File: config.mk
export PLATFORM = sky130hd
export DESIGN_NAME = scan_line_loader_flat
export DESIGN_NICKNAME = d
export VERILOG_FILES = /design/src/rtl/scan_line_loader_if.sv /design/src/rtl/scan_line_loader.sv /design/src/flat_wrapper.sv
export SDC_FILE = /design/constraint.sdc
export NUM_CORES = 2
export LEC_CHECK = 0
export ABC_AREA = 1
export BUFFER_PORTS_ARGS = -buffer_cell sky130_fd_sc_hd__buf_2
export CORE_ASPECT_RATIO = 0.6
export CORE_UTILIZATION = 35
export CTS_BUF_LIST = sky130_fd_sc_hd__clkbuf_16
export DETAILED_ROUTE_END_ITERATION = 10
export GPL_TIMING_DRIVEN = 0
export SYNTH_ARGS = -nofsm -noshare
export SYNTH_HDL_FRONTEND = slang
export SYNTH_SLANG_ARGS = --single-unit
File: constraint.sdc
create_clock -name clk -period 2.33 [get_ports clk]
set_input_delay 0.233 -clock clk [delete_from_list [all_inputs] [get_ports clk]]
set_output_delay 0.233 -clock clk [all_outputs]
set_load 0.01 [all_outputs]
File: src/rtl/scan_line_loader_if.sv
// Host word stream and accelerator input-memory scan port seen by scan_line_loader.
// slave = loader side, master = host/top side.
interface scan_line_loader_if #(
   parameter int unsigned IN_W   = 32,
   parameter int unsigned LINE_W = 512,
   parameter int unsigned ADDR_W = 8
) ();

   logic              s_valid;
   logic              s_ready;
   logic [IN_W-1:0]   s_data;
   logic              input_mem_scan_mode;
   logic [ADDR_W-1:0] scan_addr;
   logic [LINE_W-1:0] data_mem_scan_in;
   logic [LINE_W-1:0] weight_mem_scan_in;

   modport slave (
      input  s_valid,
      input  s_data,
      output s_ready,
      output input_mem_scan_mode,
      output scan_addr,
      output data_mem_scan_in,
      output weight_mem_scan_in
   );

   modport master (
      output s_valid,
      output s_data,
      input  s_ready,
      input  input_mem_scan_mode,
      input  scan_addr,
      input  data_mem_scan_in,
      input  weight_mem_scan_in
   );

endinterface

File: src/rtl/scan_line_loader.sv
// Packs a narrow host word stream into 512-bit data/weight lines and writes them
// through the accelerator scan port. Optional SCAN_LINE_LOADER_CHECKSUM_EN adds load_checksum.
module scan_line_loader #(
   parameter int unsigned IN_W   = 32,
   parameter int unsigned LINE_W = 512,
   parameter int unsigned BEATS  = 16,
   parameter int unsigned DEPTH  = 128,
   parameter int unsigned ADDR_W = 8
) (
   input  logic                 clk,
   input  logic                 reset,
   input  logic                 start,
   input  logic [ADDR_W:0]      cfg_lines,
   scan_line_loader_if.slave    bus,
   output logic                 busy,
   output logic                 load_done
`ifdef SCAN_LINE_LOADER_CHECKSUM_EN
   ,
   output logic [IN_W-1:0]      load_checksum
`endif
);

   localparam int unsigned CNT_W  = ADDR_W + 1;
   localparam int unsigned BEAT_W = (BEATS > 1) ? $clog2(BEATS) : 1;
   localparam int unsigned LSB_W  = $clog2(LINE_W);

   localparam logic [1:0] IDLE   = 2'd0;
   localparam logic [1:0] FILL_D = 2'd1;
   localparam logic [1:0] FILL_W = 2'd2;
   localparam logic [1:0] WRITE  = 2'd3;

   logic [1:0]        state_q,     state_d;
   logic [BEAT_W-1:0] beat_q,      beat_d;
   logic [ADDR_W-1:0] addr_q,      addr_d;
   logic [ADDR_W-1:0] last_addr_q, last_addr_d;
   logic [LINE_W-1:0] dbuf_q,      dbuf_d;
   logic [LINE_W-1:0] wbuf_q,      wbuf_d;
   logic              s_ready_q,   s_ready_d;
   logic              mode_q,      mode_d;
   logic [ADDR_W-1:0] scan_addr_q, scan_addr_d;
   logic [LINE_W-1:0] dout_q,      dout_d;
   logic [LINE_W-1:0] wout_q,      wout_d;
   logic              busy_q,      busy_d;
   logic              done_q,      done_d;
`ifdef SCAN_LINE_LOADER_CHECKSUM_EN
   logic [IN_W-1:0]   sum_q,       sum_d;
`endif

   logic              hs;
   logic              last_beat;
   logic [LSB_W-1:0]  lsb;
   logic [CNT_W-1:0]  eff_lines;

   assign hs        = bus.s_valid && s_ready_q;
   assign last_beat = (beat_q == BEAT_W'(BEATS - 1));
   assign lsb       = LSB_W'(beat_q) * LSB_W'(IN_W);

   // Zero and oversize requests both mean a full-depth load
   assign eff_lines = ((cfg_lines == '0) || (cfg_lines > CNT_W'(DEPTH))) ? CNT_W'(DEPTH) : cfg_lines;

   // Next-state and next-output logic
   always_comb begin
      state_d     = state_q;
      beat_d      = beat_q;
      addr_d      = addr_q;
      last_addr_d = last_addr_q;
      dbuf_d      = dbuf_q;
      wbuf_d      = wbuf_q;
      mode_d      = 1'b0;
      scan_addr_d = scan_addr_q;
      dout_d      = dout_q;
      wout_d      = wout_q;
      done_d      = done_q;
`ifdef SCAN_LINE_LOADER_CHECKSUM_EN
      sum_d       = sum_q;
      if (hs) begin
         sum_d = sum_q + bus.s_data;
      end
`endif

      case (state_q)
         IDLE: begin
            if (start) begin
               last_addr_d = ADDR_W'(eff_lines - CNT_W'(1));
               addr_d      = '0;
               beat_d      = '0;
               done_d      = 1'b0;
`ifdef SCAN_LINE_LOADER_CHECKSUM_EN
               sum_d       = '0;
`endif
               state_d     = FILL_D;
            end
         end

         FILL_D: begin
            if (hs) begin
               dbuf_d[lsb +: IN_W] = bus.s_data;
               if (last_beat) begin
                  beat_d  = '0;
                  state_d = FILL_W;
               end else begin
                  beat_d = beat_q + BEAT_W'(1);
               end
            end
         end

         FILL_W: begin
            if (hs) begin
               wbuf_d[lsb +: IN_W] = bus.s_data;
               if (last_beat) begin
                  // Capture the lines now so the strobe lands in the very next cycle
                  beat_d      = '0;
                  state_d     = WRITE;
                  mode_d      = 1'b1;
                  scan_addr_d = addr_q;
                  dout_d      = dbuf_q;
                  wout_d      = wbuf_d;
               end else begin
                  beat_d = beat_q + BEAT_W'(1);
               end
            end
         end

         WRITE: begin
            if (addr_q == last_addr_q) begin
               done_d  = 1'b1;
               state_d = IDLE;
            end else begin
               addr_d  = addr_q + ADDR_W'(1);
               state_d = FILL_D;
            end
         end

         default: begin
            state_d = IDLE;
         end
      endcase

      s_ready_d = (state_d == FILL_D) || (state_d == FILL_W);
      busy_d    = (state_d != IDLE);
   end

   // State and output registers
   always_ff @(posedge clk) begin
      if (!reset) begin
         state_q     <= IDLE;
         beat_q      <= '0;
         addr_q      <= '0;
         last_addr_q <= '0;
         dbuf_q      <= '0;
         wbuf_q      <= '0;
         s_ready_q   <= 1'b0;
         mode_q      <= 1'b0;
         scan_addr_q <= '0;
         dout_q      <= '0;
         wout_q      <= '0;
         busy_q      <= 1'b0;
         done_q      <= 1'b0;
`ifdef SCAN_LINE_LOADER_CHECKSUM_EN
         sum_q       <= '0;
`endif
      end else begin
         state_q     <= state_d;
         beat_q      <= beat_d;
         addr_q      <= addr_d;
         last_addr_q <= last_addr_d;
         dbuf_q      <= dbuf_d;
         wbuf_q      <= wbuf_d;
         s_ready_q   <= s_ready_d;
         mode_q      <= mode_d;
         scan_addr_q <= scan_addr_d;
         dout_q      <= dout_d;
         wout_q      <= wout_d;
         busy_q      <= busy_d;
         done_q      <= done_d;
`ifdef SCAN_LINE_LOADER_CHECKSUM_EN
         sum_q       <= sum_d;
`endif
      end
   end

   assign bus.s_ready             = s_ready_q;
   assign bus.input_mem_scan_mode = mode_q;
   assign bus.scan_addr           = scan_addr_q;
   assign bus.data_mem_scan_in    = dout_q;
   assign bus.weight_mem_scan_in  = wout_q;
   assign busy                    = busy_q;
   assign load_done               = done_q;
`ifdef SCAN_LINE_LOADER_CHECKSUM_EN
   assign load_checksum           = sum_q;
`endif

endmodule
File: src/flat_wrapper.sv
// flat-port wrapper written by rule: the top's interface ports become plain ports
module scan_line_loader_flat 
#(
   parameter int unsigned IN_W   = 32,
   parameter int unsigned LINE_W = 512,
   parameter int unsigned BEATS  = 16,
   parameter int unsigned DEPTH  = 128,
   parameter int unsigned ADDR_W = 8
)
  (clk, reset, start, cfg_lines, busy, load_done, bus_s_valid, bus_s_data, bus_s_ready, bus_input_mem_scan_mode, bus_scan_addr, bus_data_mem_scan_in, bus_weight_mem_scan_in);
  scan_line_loader_if #(.IN_W(IN_W), .LINE_W(LINE_W), .ADDR_W(ADDR_W)) bus_i ();
  input  logic clk;
  input  logic reset;
  input  logic start;
  input  logic [ADDR_W:0] cfg_lines;
  output logic busy;
  output logic load_done;
  input wire logic [$bits(bus_i.s_valid)-1:0] bus_s_valid;
  input wire logic [$bits(bus_i.s_data)-1:0] bus_s_data;
  output wire logic [$bits(bus_i.s_ready)-1:0] bus_s_ready;
  output wire logic [$bits(bus_i.input_mem_scan_mode)-1:0] bus_input_mem_scan_mode;
  output wire logic [$bits(bus_i.scan_addr)-1:0] bus_scan_addr;
  output wire logic [$bits(bus_i.data_mem_scan_in)-1:0] bus_data_mem_scan_in;
  output wire logic [$bits(bus_i.weight_mem_scan_in)-1:0] bus_weight_mem_scan_in;
  assign bus_i.s_valid = bus_s_valid;
  assign bus_i.s_data = bus_s_data;
  assign bus_s_ready = bus_i.s_ready;
  assign bus_input_mem_scan_mode = bus_i.input_mem_scan_mode;
  assign bus_scan_addr = bus_i.scan_addr;
  assign bus_data_mem_scan_in = bus_i.data_mem_scan_in;
  assign bus_weight_mem_scan_in = bus_i.weight_mem_scan_in;
  scan_line_loader #(.IN_W(IN_W), .LINE_W(LINE_W), .BEATS(BEATS), .DEPTH(DEPTH), .ADDR_W(ADDR_W)) u_core (.clk(clk), .reset(reset), .start(start), .cfg_lines(cfg_lines), .bus(bus_i), .busy(busy), .load_done(load_done));
endmodule
==> metrics.md <==
| Metric | Value |
|---|---|
| Status | finished, violations left |
| Failing checks | max-capacitance violations, max-slew violations, negative setup slack |
| Vias/cell | 5.20 |
| R2r endpoint | u_core.bus.weight_mem_scan_in[107] |
| FP Rows | 134 |
| Register area share after synthesis | 53.0% |
| Vias post-DR | 78185 |
| Async SR Flop Fraction | 0% |
| Main flop type after synthesis | dfxtp_1 |
| Sw Ratio | 25.0% |
| Nets | 11919 |
| Tcrit/Tclk final | 106% |
| WS Path Type | in -> reg |
| Worst R2R Setup Slack | 0.03 ns |
| FF+latch count, synth | 2082 |
| Final core occ | 44.7% |
| Gr ovfl total | 0 |
| CTS Buffer Depth | 4 |
| R2r worst-path depth | 14 |
| Initial antenna violation count | 57 |
| DR DRC count | 0 |
| Setup-failing EPs final | 28 |
| CTS H-tree lvls | 4 |
| Number of port buffers | 1049 |
| Net Sw Power | 18.5 mW |
| Detailed Route WL | 376000 microns |
| Post-route setup slack | -0.146 ns |
| Syn. warnings | 0 |
| RSZ-0062 raised after global routing | true |
| WP data arrival | 3.26 ns |
| Drt first pass iters | 8 |
| Syn_area_per_cell | 7.53 sq um |
| Synth cell count leaders | nand2_1, dfxtp_1, a21oi_1 |
| Setup Skew | 0.0522 ns |
| Hold depth | 5 |
| Critical path required time | 3.11 ns |
| Peak Freq | 404 MHz |
| DP Area | 88500 sq um |
| Crit start category | primary input |
| Sequential Power Share | 48.2% |
| Fin. max-slew vios | 22 |
| Final Wtd Congestion | 0.943 |
| Cell count after synthesis | 10448 |
| Worst setup EP type | flop |
| DIE WIDTH | 614 microns |
| Post-route ant nets | 0 |
| Tot Pwr | 74.0 mW |
| CTS tree | yes |
| Core Area | 223000 sq um |
| Worst Max-Slew Pin Slew | 1.62 ns |
| Die height | 369 microns |
| Max-cap violations | 4 |
| Post-synth top area cell | dfxtp_1 |
| Netlist cell types | 37 |
| Count of final hold-check violations | 0 |
| Peak VDD IR | 0.654 mV |
| Vias in the first global route | 68898 |
| Global-route wire length before repair | 514000 microns |
| CTS root buffer | clkbuf_16 |
| Cell Pwr Density | 741 nW/um^2 |
| Power Internal | 55.5 mW |
| Synth Cell Area | 78700 sq um |
| Post-synth EDFFs | 0 |
| Routed WL per cell | 25.0 microns |
| Synth Net Count | 10502 |
| Hpwl dp | 270000 microns |
| Clock power frac | 46.7% |
| Worst-path clk slew | 0.07 ns |
| Total track usage | 31.5% |
| Initial Utilization | 35.3% |
| Hold_sp | bus_s_data[22] |
| # IOs | 1081 |
| Top-area cell type share of the netlist area | 53.0% |
| Leak | 41.4 nW |
| Total CTS buffers | 203 |
| Post-route design area | 99800 sq um |
| Gate power share | 5.1% |
| Clock Sinks | 2082 |
| Fin crit period | 2.48 ns |
| CP max FO | 10 |
| Synth area leaders | dfxtp_1, nand2_1, a21oi_1, o21ai_0, nor2_1 |
| Min-Delay Endpoint | u_core.wbuf_q[182] |
| Slew Limit Headroom | -8.20% |
| Die area | 227000 sq um |
| Worst min path class | in -> reg |
| Largest net degree at the start of global routing | 16 |
| Count leader, synth | nand2_1 |
| Share of layout cells above drive strength 1 | 19.5% |
| Worst skew pair latency | 0.88 ns |
| Area Overhead vs Synth | 26.8% |
| DR iter-0 viols | 9414 |
| Reg2reg start | u_core.beat_q[0] |
==> layout by cell type (no fill, tap or decap), drive strengths merged <==
| master | instances |
|---|---|
| a21oi | 1524 |
| a21o | 1 |
| dlygate4sd3 | 56 |
| diode | 8 |
| clkinvlp | 15 |
| bufinv | 28 |
| buf | 1468 |
| clkbuf | 757 |
| clkdlybuf4s15 | 1 |
| a211oi | 227 |
| o21ai | 1465 |
| o211ai | 1 |
| inv | 818 |
| nand4 | 3 |
| nand3b | 1 |
| ha | 9 |
| nand3 | 87 |
| o21bai | 58 |
| nor3 | 12 |
| a31oi | 1 |
| clkinv | 98 |
| nor2 | 845 |
| xnor2 | 7 |
| a21boi | 1 |
| nand2 | 2451 |
| xor2 | 6 |
| dfxtp | 2082 |
==> flip-flops by register name (all words and copies together), names as in the netlist <==
| signal | flops |
|---|---|
| u_core.addr_q | 8 |
| u_core.beat_q | 4 |
| u_core.bus.data_mem_scan_in | 512 |
| u_core.bus.input_mem_scan_mode | 1 |
| u_core.bus.s_ready | 1 |
| u_core.bus.scan_addr | 8 |
| u_core.bus.weight_mem_scan_in | 512 |
| u_core.busy | 1 |
| u_core.dbuf_q | 512 |
| u_core.last_addr_q | 8 |
| u_core.load_done | 1 |
| u_core.state_q | 2 |
| u_core.wbuf_q | 512 |
==> worst max-delay path by stage <==
| stage | startpoint | to | slack (ns) | cells past startpoint |
|---|---|---|---|---|
| 6_report | bus_s_data[16] | u_core.bus.weight_mem_scan_in[112] | -0.15 | 9 |
| 5_1_grt | u_core.beat_q[0] | u_core.bus.weight_mem_scan_in[157] | -0.05 | 15 |
| 4_1_cts | u_core.beat_q[0] | u_core.wbuf_q[386] | -0.06 | 14 |
| 3_5_place_dp | u_core.state_q[0] | u_core.wbuf_q[249] | -2.13 | 9 |
| 3_3_place_gp | bus_s_data[1] | u_core.dbuf_q[33] | -3.06 | 5 |
| 2_1_floorplan | u_core.beat_q[0] | u_core.bus.weight_mem_scan_in[227] | 0.29 | 11 |
==> cells by family (layout without fill, tap and decap cells) <==
logic type      after synthesis  after routing  synth area share [%]
fa+ha+maj                     9              9                 0.143
xor+xnor                     13             13                 0.145
buf+inv                    1668           3241                  8.33
other cells                   0              8                     0
flops                      2082           2082                  53.0
simple gates               3398           3399                  16.5
compound gates             3278           3278                  21.9
==> critical path, cell delays in order <==
cell and delay (ns):
dlygate4sd3_1 0.55, buf_2 0.49, clkinv_2 0.67, nor2_4 0.60
buf_8 0.22, nand2_1 0.06, o21ai_1 0.15, nand2_1 0.10
a21oi_1 0.13
==> stage by stage <==
step / setup TNS [ns] / std cells / hold slack, ns / setup slack [ns]
4_1_cts: -3.58 / 14988 / 0.00141 / -0.0617
5_1_grt: -1.19 / 15015 / 0.0421 / -0.0507
2_1_floorplan: 0 / 10448 / 0.405 / 0.287
3_5_place_dp: -2429.76 / 14523 / 0.441 / -2.13
6_report: -1.31 / 15022 / 0.0705 / -0.146
3_3_place_gp: -2763.09 / 14489 / 0.443 / -3.06
==> power groups by stage <==
stage	clock network, mW	registers [mW]	logic [mW]
after floorplan	0	36.5	1.25
after global placement	0	36.5	2.99
after detailed placement	0	36.5	3.14
after CTS	34.8	35.7	3.49
after global routing	36.3	35.6	3.82
final	34.6	35.7	3.76
==> per-layer routing <==
layer,GRT usage [%],up-vias,part of all wire [%]
li1,-,36762,-
met3,6.46,708,9.2
met1,43.6,36867,43
met5,0,-,0.034
met4,14.0,22,5.0
met2,47.1,3826,42
==> cell type report <==
cell class	count	area, sq um
diodes	8	20.0
plain buffers	867	5460
clock buffers	203	5080
clock inverters	159	1650
fillers	22636	123000
inverters	800	3080
multi-input cells	6699	31700
flip-flops and latches	2082	41700
well taps	2992	3740
repair buffers	1212	7360
==> what timing repair did <==
item | in CTS | in global routing
setup endpoints to repair | 2061 | 2053
pin swaps | 32 | 59
setup buffers | 45 | 21
gates resized for setup | 708 | 865
endpoints found under the hold margin | 67 | 0
cloned | 3 | 4
hold buffers | 56 | 0
Note: power is estimated with default switching activity, not from simulation.
